===== src/rtl/clk_div_pkg.sv =====
// Shared types and the ratio clamp for the programmable clock divider.
package clk_div_pkg;

  typedef logic [0:0] state_t;

  localparam state_t IDLE = 1'b0;
  localparam state_t RUN  = 1'b1;

  localparam int MIN_DIV = 2;
  localparam int FN_W    = 32;

  // Requested ratios below MIN_DIV cannot make a 50% clock, so they run as MIN_DIV.
  function automatic logic [FN_W-1:0] eff_ratio(input logic [FN_W-1:0] div_ratio);
    return (div_ratio < FN_W'(MIN_DIV)) ? FN_W'(MIN_DIV) : div_ratio;
  endfunction

endpackage


===== src/rtl/clk_div_odd_phase.sv =====
// Negedge half-cycle extension for odd ratios and the clk_out OR gate.
module clk_div_odd_phase (
  input  logic clk,
  input  logic rst,
  input  logic pos_q,
  input  logic odd_q,
  output logic clk_out
);

  logic neg_q;

  always_ff @(negedge clk or negedge rst) begin
    if (!rst) neg_q <= 1'b0;
    else      neg_q <= pos_q & odd_q;
  end

  // pos_q is always low in the last cycle of a period, so neg_q is low at every boundary.
  assign clk_out = pos_q | neg_q;

endmodule


===== src/rtl/clk_div_prog.sv =====
// Runtime-programmable 50% duty integer clock divider with a clk-domain tick strobe.
module clk_div_prog
  import clk_div_pkg::*;
#(
  parameter int DIV_W = 8
) (
  input  logic             clk,
  input  logic             rst,
  input  logic             en,
  input  logic [DIV_W-1:0] div_ratio,
  output logic             clk_out,
  output logic             tick,
  output logic             busy,
  output logic             cfg_clamped
);

  state_t           state;
  logic [DIV_W-1:0] cnt;
  logic [DIV_W-1:0] ratio_q;
  logic             odd_q;
  logic             pos_q;

  logic [DIV_W-1:0] ratio_new;
  logic             clamp_new;
  logic [DIV_W-1:0] cnt_inc;
  logic [DIV_W-1:0] h_cur;
  logic             wrap;

  assign ratio_new = DIV_W'(eff_ratio(FN_W'(div_ratio)));
  assign clamp_new = (div_ratio < DIV_W'(MIN_DIV));
  assign cnt_inc   = cnt + DIV_W'(1);
  assign h_cur     = ratio_q >> 1;
  assign wrap      = (cnt == ratio_q - DIV_W'(1));

  always_ff @(posedge clk or negedge rst) begin
    if (!rst) begin
      state       <= IDLE;
      cnt         <= '0;
      ratio_q     <= DIV_W'(MIN_DIV);
      odd_q       <= 1'b0;
      pos_q       <= 1'b0;
      tick        <= 1'b0;
      cfg_clamped <= 1'b0;
    end else begin
      case (state)
        IDLE: begin
          tick <= 1'b0;
          if (en) begin
            state       <= RUN;
            cnt         <= '0;
            pos_q       <= 1'b1;
            tick        <= 1'b1;
            ratio_q     <= ratio_new;
            odd_q       <= ratio_new[0];
            cfg_clamped <= clamp_new;
          end
        end
        default: begin
          if (wrap && !en) begin
            state <= IDLE;
            cnt   <= '0;
            pos_q <= 1'b0;
            tick  <= 1'b0;
          end else if (wrap) begin
            // New period: latch the request; its high count is at least 1, so pos_q starts high.
            cnt         <= '0;
            pos_q       <= 1'b1;
            tick        <= 1'b1;
            ratio_q     <= ratio_new;
            odd_q       <= ratio_new[0];
            cfg_clamped <= clamp_new;
          end else begin
            cnt   <= cnt_inc;
            pos_q <= (cnt_inc < h_cur);
            tick  <= 1'b0;
          end
        end
      endcase
    end
  end

  assign busy = (state == RUN);

  clk_div_odd_phase u_odd_phase (
    .clk     (clk),
    .rst     (rst),
    .pos_q   (pos_q),
    .odd_q   (odd_q),
    .clk_out (clk_out)
  );

endmodule

===== config.mk =====
export PLATFORM = sky130hd
export DESIGN_NAME = clk_div_prog
export DESIGN_NICKNAME = d
export VERILOG_FILES = /design/src/rtl/clk_div_pkg.sv /design/src/rtl/clk_div_odd_phase.sv /design/src/rtl/clk_div_prog.sv
export SDC_FILE = /design/constraint.sdc
export NUM_CORES = 1
export LEC_CHECK = 0
export ABC_AREA = 1
export CAP_MARGIN = 10
export CORE_ASPECT_RATIO = 0.75
export CORE_MARGIN = 4
export CORE_UTILIZATION = 48
export CTS_CLUSTER_DIAMETER = 40
export DETAILED_ROUTE_END_ITERATION = 12
export PLACE_DENSITY_LB_ADDON = 0.08
export SYNTH_ARGS = -nofsm -noshare
export SYNTH_HDL_FRONTEND = slang
export SYNTH_SLANG_ARGS = --single-unit

===== constraint.sdc =====
create_clock -name clk -period 1.8 [get_ports clk]
set_input_delay 0.36 -clock clk [delete_from_list [all_inputs] [get_ports clk]]
set_output_delay 0.36 -clock clk [all_outputs]
set_load 0.02 [all_outputs]

==> results of run 1 <==
[sequential cells by signal (all words and copies together), names as in the netlist]
| register | count |
|---|---|
| busy | 1 |
| ratio_q | 8 |
| cnt | 8 |
| u_odd_phase.neg_q | 1 |
| pos_q | 1 |
| cfg_clamped | 1 |
| tick | 1 |
[power breakdown]
group	switching, mW	internal [mW]	leakage, nW
combinational	1.42	1.12	0.759
clock	0.151	0.154	0.0255
sequential	0.271	0.692	0.259
total	1.84	1.96	1.04
[final timing paths]
path / slack (ns) / from / end
setup / recovery: -0.41 / u_odd_phase.neg_q / clk_out
hold / removal: 0.49 / cfg_clamped / cfg_clamped
setup reg to reg: -0.13 / ratio_q[1] / ratio_q[7]
hold reg to reg: 0.49 / cfg_clamped / cfg_clamped
max in group asynchronous: 0.61 / rst / u_odd_phase.neg_q
min in group asynchronous: 0.51 / rst / cnt[5]
[worst max-delay path, stage by stage, from the launching register on]
cell	delay (ns)
dfrtn_1	0.33
or2_4	0.23
buf_6	0.13
[per-stage QoR]
step | total power, mW | cells
finish | 3.807 | 278
global route | 4.238 | 278
CTS | 3.715 | 278
detailed placement | 3.160 | 272
global placement | 3.041 | 272
floorplan | 2.505 | 209
[cell type report]
cell class,instances,area [µm²]
Sequential cell,21,526.8
Clock buffer,3,41.29
Inverter,34,127.6
Fill cell,235,930.9
Timing Repair Buffer,31,284.0
Tap cell,38,47.55
Multi-Input combinational cell,150,972.2
Clock inverter,1,5.005
[kinds of logic after synthesis]
| group | Yosys count |
|---|---|
| flops | 21 |
| xor+xnor | 8 |
| buf+inv | 39 |
| compound gates | 12 |
| simple gates | 121 |
| fa+ha+maj | 8 |
[cells in the final DEF, fill, tap and decap left out, types with 4 or more instances in the layout]
master           count
buf_4               13
buf_6                5
clkdlybuf4s50_1     13
dfrtp_1             19
ha_1                 7
inv_1               29
inv_2                5
nand2_1             58
nand2_2              9
nand3_1              6
nand3_2             14
nand4_1              4
nor2_1              16
xor2_1               5
[timing repair]
action | 4_1_cts | 5_1_grt
gates resized for setup | 42 | 12
gates cloned | 2 | 0
endpoints found under the setup margin | 21 | 21
pin swaps | 9 | 1
[per-layer routing]
metal	global-route usage, %	wire, µm	vias up
met5	0	0	-
met4	5.630	29	0
met3	1.805	106	4
met2	33.90	1756	22
met1	25.82	1628	625
li1	-	-	713
==> reports/qor.csv, run 1 <==
metric,value,unit
ant_nets,0,
crit_arrival,1.85,ns
worstSkewPairLatency,0.27,ns
synthArstFlopShare,100.0,%
ir_worst_vdd,0.9409,mV
synth_edf_count,0,
synth_top_family_by_area,simple AND/OR/NAND/NOR gates,
grt_overflow,0,
die_area,4012,µm²
drt_wl_total,3519,µm
synth_fa_ha_area_share,6.826,%
grt_pass1_vias,1441,
stdcell_area,2004,µm²
slew_headroom,66.67,%
cp-end-kind,output pin,
cp.required,1.44,ns
cts_hold_buf,0,
synth_xor_area_share,4.778,%
min_path_cells,2,
synth_top_cell_area_share,32.42,%
ys_seq_area_share,35.92,%
min_path_type,reg -> reg,
syn_avg_cell_area,7.016,µm²
drive_above_1_share,29.58,%
hold_slack,0.4944,ns
avgRoutedWirePerCell,12.66,µm
leakage,1.043,nW
failed_checks,setup timing,
worstMarginPinSlew,0.4954,ns
clock_skew,0.01395,ns
drv_slew,0,
die_x,71.82,µm
track_usage,19.58,%
cts.path.max_buffers,2,
place_ws,-0.5231,ns
n_antenna_cell,0,
path_max_fanout,1,
port_buffers,14,
ys_top_cells_by_area,"dfrtp_1 (32%), nand2_1 (17%), inv_1 (8.2%), ha_1 (6.8%), nand3_1 (6.8%)",
synth_simple_gate_area_share,36.60,%
synth.distinct_cells,25,
status,"finished, violations left",
grt_first_pass_wirelength,6251,µm
syn-num-nets,228,
cts_setup_buffers,0,
pwr_density_cell,1899,nW/µm²
finalSetupViolations,20,
io_pins,15,
numCtsBuffers,3,
ys.flop_type,dfrtp_1,
synth_common_cells,"nand2_1 (67), inv_1 (32), nand3_1 (20), dfrtp_1 (19), nor2_1 (19)",
dr.first_iter.drc_count,40,
routabilityCongestion,0.8096,
cts_sinks,21,
drc_errors,0,
cts_tree,yes,
final.setup.worst_slack,-0.4089,ns
yosys_warnings,0,
grt_max_degree,21,
antenna_found_initial,0,
clk_pin_slew,0.08,ns
synth_cells,209,
hold_viol_final,0,
vias_per_cell,4.906,
rows,17,
r2r_cells,15,
rsz0062_at_grt,yes,
layout-area-overhead-vs-synth,36.69,%
root_buffer,clkbuf_8,
synth_mux_area_share,0,%
mappedNetlistArea,1466,µm²
synth_compound_area_share,4.352,%
start_util,49.96,%
setup.worst_path.class,reg -> out,
dpl_cell_area,1748,µm²
ys_seq_elements,21,
htree_levels,1,
final_nets,260,
vias,1364,
setup_tns,-2.046,ns
yosysMostFrequentCell,nand2_1,
synth_top_area_cell,dfrtp_1,
die_y,55.87,µm
place_hpwl,2674,µm
start_kind,flop,
dr.pass1.iters,4,
coreArea,2935,µm²
maxCapViolCount,0,
finish.utilization,68.29,%
No activity file was read; power rests on OpenSTA's default activity.
==> inputs of run 2 (changes only) <==
CTS_BUF_LIST = sky130_fd_sc_hd__clkbuf_8   (was unset)
SKIP_LAST_GASP = 1   (was unset)
==> run 2 against run 1 <==
Compared with the run above: the flow still finishes with violations (setup timing); combinational power is essentially flat; utilization decreased by 0.26 points; global-route usage unchanged.
==> reports/qor.csv, run 2 (synthesized netlist as in run 1, its figures left out) <==
metric,value,unit
status,"finished, violations left",
failed_checks,setup timing,
stdcell_area,1997,µm²
drt_wl_total,3513,µm
p_switching,1.838,mW
routabilityCongestion,0.8096,
die_area,4012,µm²
track_usage,19.58,%
min_path_type,reg -> reg,
antenna_found_initial,0,
placedCellCount,272,
finish.utilization,68.03,%
cts.path.max_buffers,2,
htree_levels,1,
dpl_cell_area,1748,µm²
finalSetupViolations,20,
worstSkewPairLatency,0.27,ns
p_sw_share,48.37,%
avgRoutedWirePerCell,12.64,µm
drc_errors,0,
cts_hold_buf,0,
slew_headroom,66.69,%
coreArea,2935,µm²
leakage,1.043,nW
die_x,71.82,µm
r2r_start,ratio_q[1],
final_common_cell,nand2_1,
place_hpwl,2674,µm
place_ws,-0.5231,ns
clock_skew,0.01396,ns
multi_input_area,964.7,µm²
seqPwrFrac,25.3,%
die_y,55.87,µm
cts_sinks,21,
clk_pin_slew,0.08,ns
reg2reg_to,ratio_q[7],
final_nets,260,
start_kind,flop,
dr.pass1.iters,4,
port_buffers,14,
seq_area,526.8,µm²
cp-end-kind,output pin,
p_int,1.962,mW
numCtsBuffers,3,
root_buffer,clkbuf_8,
maxCapViolCount,0,
pwr_density_cell,1903,nW/µm²
rsz0062_at_grt,yes,
vias_per_cell,4.917,
grt_max_degree,21,
final_cell_mix,"nand2_1 (59), inv_1 (29), dfrtp_1 (19), nor2_1 (16)",
dr.first_iter.drc_count,50,
grt_overflow,0,
grt_pass1_vias,1441,
clkPwrFrac,8.0,%
path_max_fanout,1,
rows,17,
drive_above_1_share,28.75,%
final.setup.worst_slack,-0.4088,ns
combPwrFrac,66.6,%
ant_nets,0,
io_pins,15,
ir_worst_vdd,0.9423,mV
finalPower,3.800,mW
vias,1367,
top_regs,"cnt (8), ratio_q (8)",
setup.worst_path.class,reg -> out,
n_antenna_cell,0,
r2r_cells,15,
hold_viol_final,0,
worstMarginPinSlew,0.4951,ns
n_fill_cell,238,
cts_tree,yes,
min_to,cfg_clamped,
cp.required,1.44,ns
min_path_cells,2,
crit_arrival,1.85,ns
start_util,49.96,%
fin_cells,278,
layout-area-overhead-vs-synth,36.18,%
reg2reg_slack,-0.14,ns
drv_slew,0,
min_from,cfg_clamped,
grt_first_pass_wirelength,6251,µm
run 2: cell counts in the layout (fill, tap and decap cells not counted):
Identical to the previous run, type by type.
run 2: area by class of cell:
type | count | share of cell area, %
multi-input combinational | 150 | 48.31
sequential | 21 | 26.38
timing repair buffer | 31 | 14.22
inverter | 34 | 6.391
tap | 38 | 2.381
clock buffer | 3 | 2.068
clock inverter | 1 | 0.2506
run 2: worst max-delay path by stage:
stage	endpoint	slack [ns]	start	depth (start not counted)
final	clk_out	-0.41	u_odd_phase.neg_q	2
after floorplan	cfg_clamped	-0.05	ratio_q[1]	16
after global routing	clk_out	-0.44	u_odd_phase.neg_q	2
after detailed placement	clk_out	-0.52	u_odd_phase.neg_q	2
after global placement	clk_out	-0.51	u_odd_phase.neg_q	2
after CTS	clk_out	-0.41	u_odd_phase.neg_q	2
run 2: power groups by stage:
stage / clock, mW / combinational (mW) / sequential [mW]
after detailed placement: 0 / 2.21 / 0.948
after global placement: 0 / 2.11 / 0.927
after global routing: 0.348 / 2.89 / 0.994
after floorplan: 0 / 1.61 / 0.891
after CTS: 0.318 / 2.45 / 0.946
final: 0.306 / 2.53 / 0.963
run 2: what timing repair did:
item                                    4_1_cts  5_1_grt
pin swaps                                     9        1
resized for setup                            42       10
gates cloned                                  2        0
setup buffers                                 0        0
endpoints found under the setup margin       21       21
endpoints found under the hold margin         0        0
run 2: stage by stage:
| stage | setup TNS (ns) | hold slack [ns] |
|---|---|---|
| global placement | -2.346 | 0.4598 |
| finish | -2.043 | 0.4958 |
| floorplan | -0.3297 | 0.06441 |
| global route | -5.336 | 0.5540 |
| CTS | -3.339 | 0.5046 |
| detailed placement | -3.574 | 0.4735 |
run 2: layer usage:
layer	GRT usage [%]	vias to the layer above	part of all wire, %	wire (µm)
li1	-	714	-	-
met1	25.82	627	47	1637
met2	33.90	22	50	1742
met3	1.805	4	2.8	100
met4	5.630	0	0.94	33
met5	0	-	0	0
run 2: worst max-delay path: stages, from the launching register on:
cell     delay (ns)
dfrtn_1        0.33
or2_4          0.23
buf_6          0.13
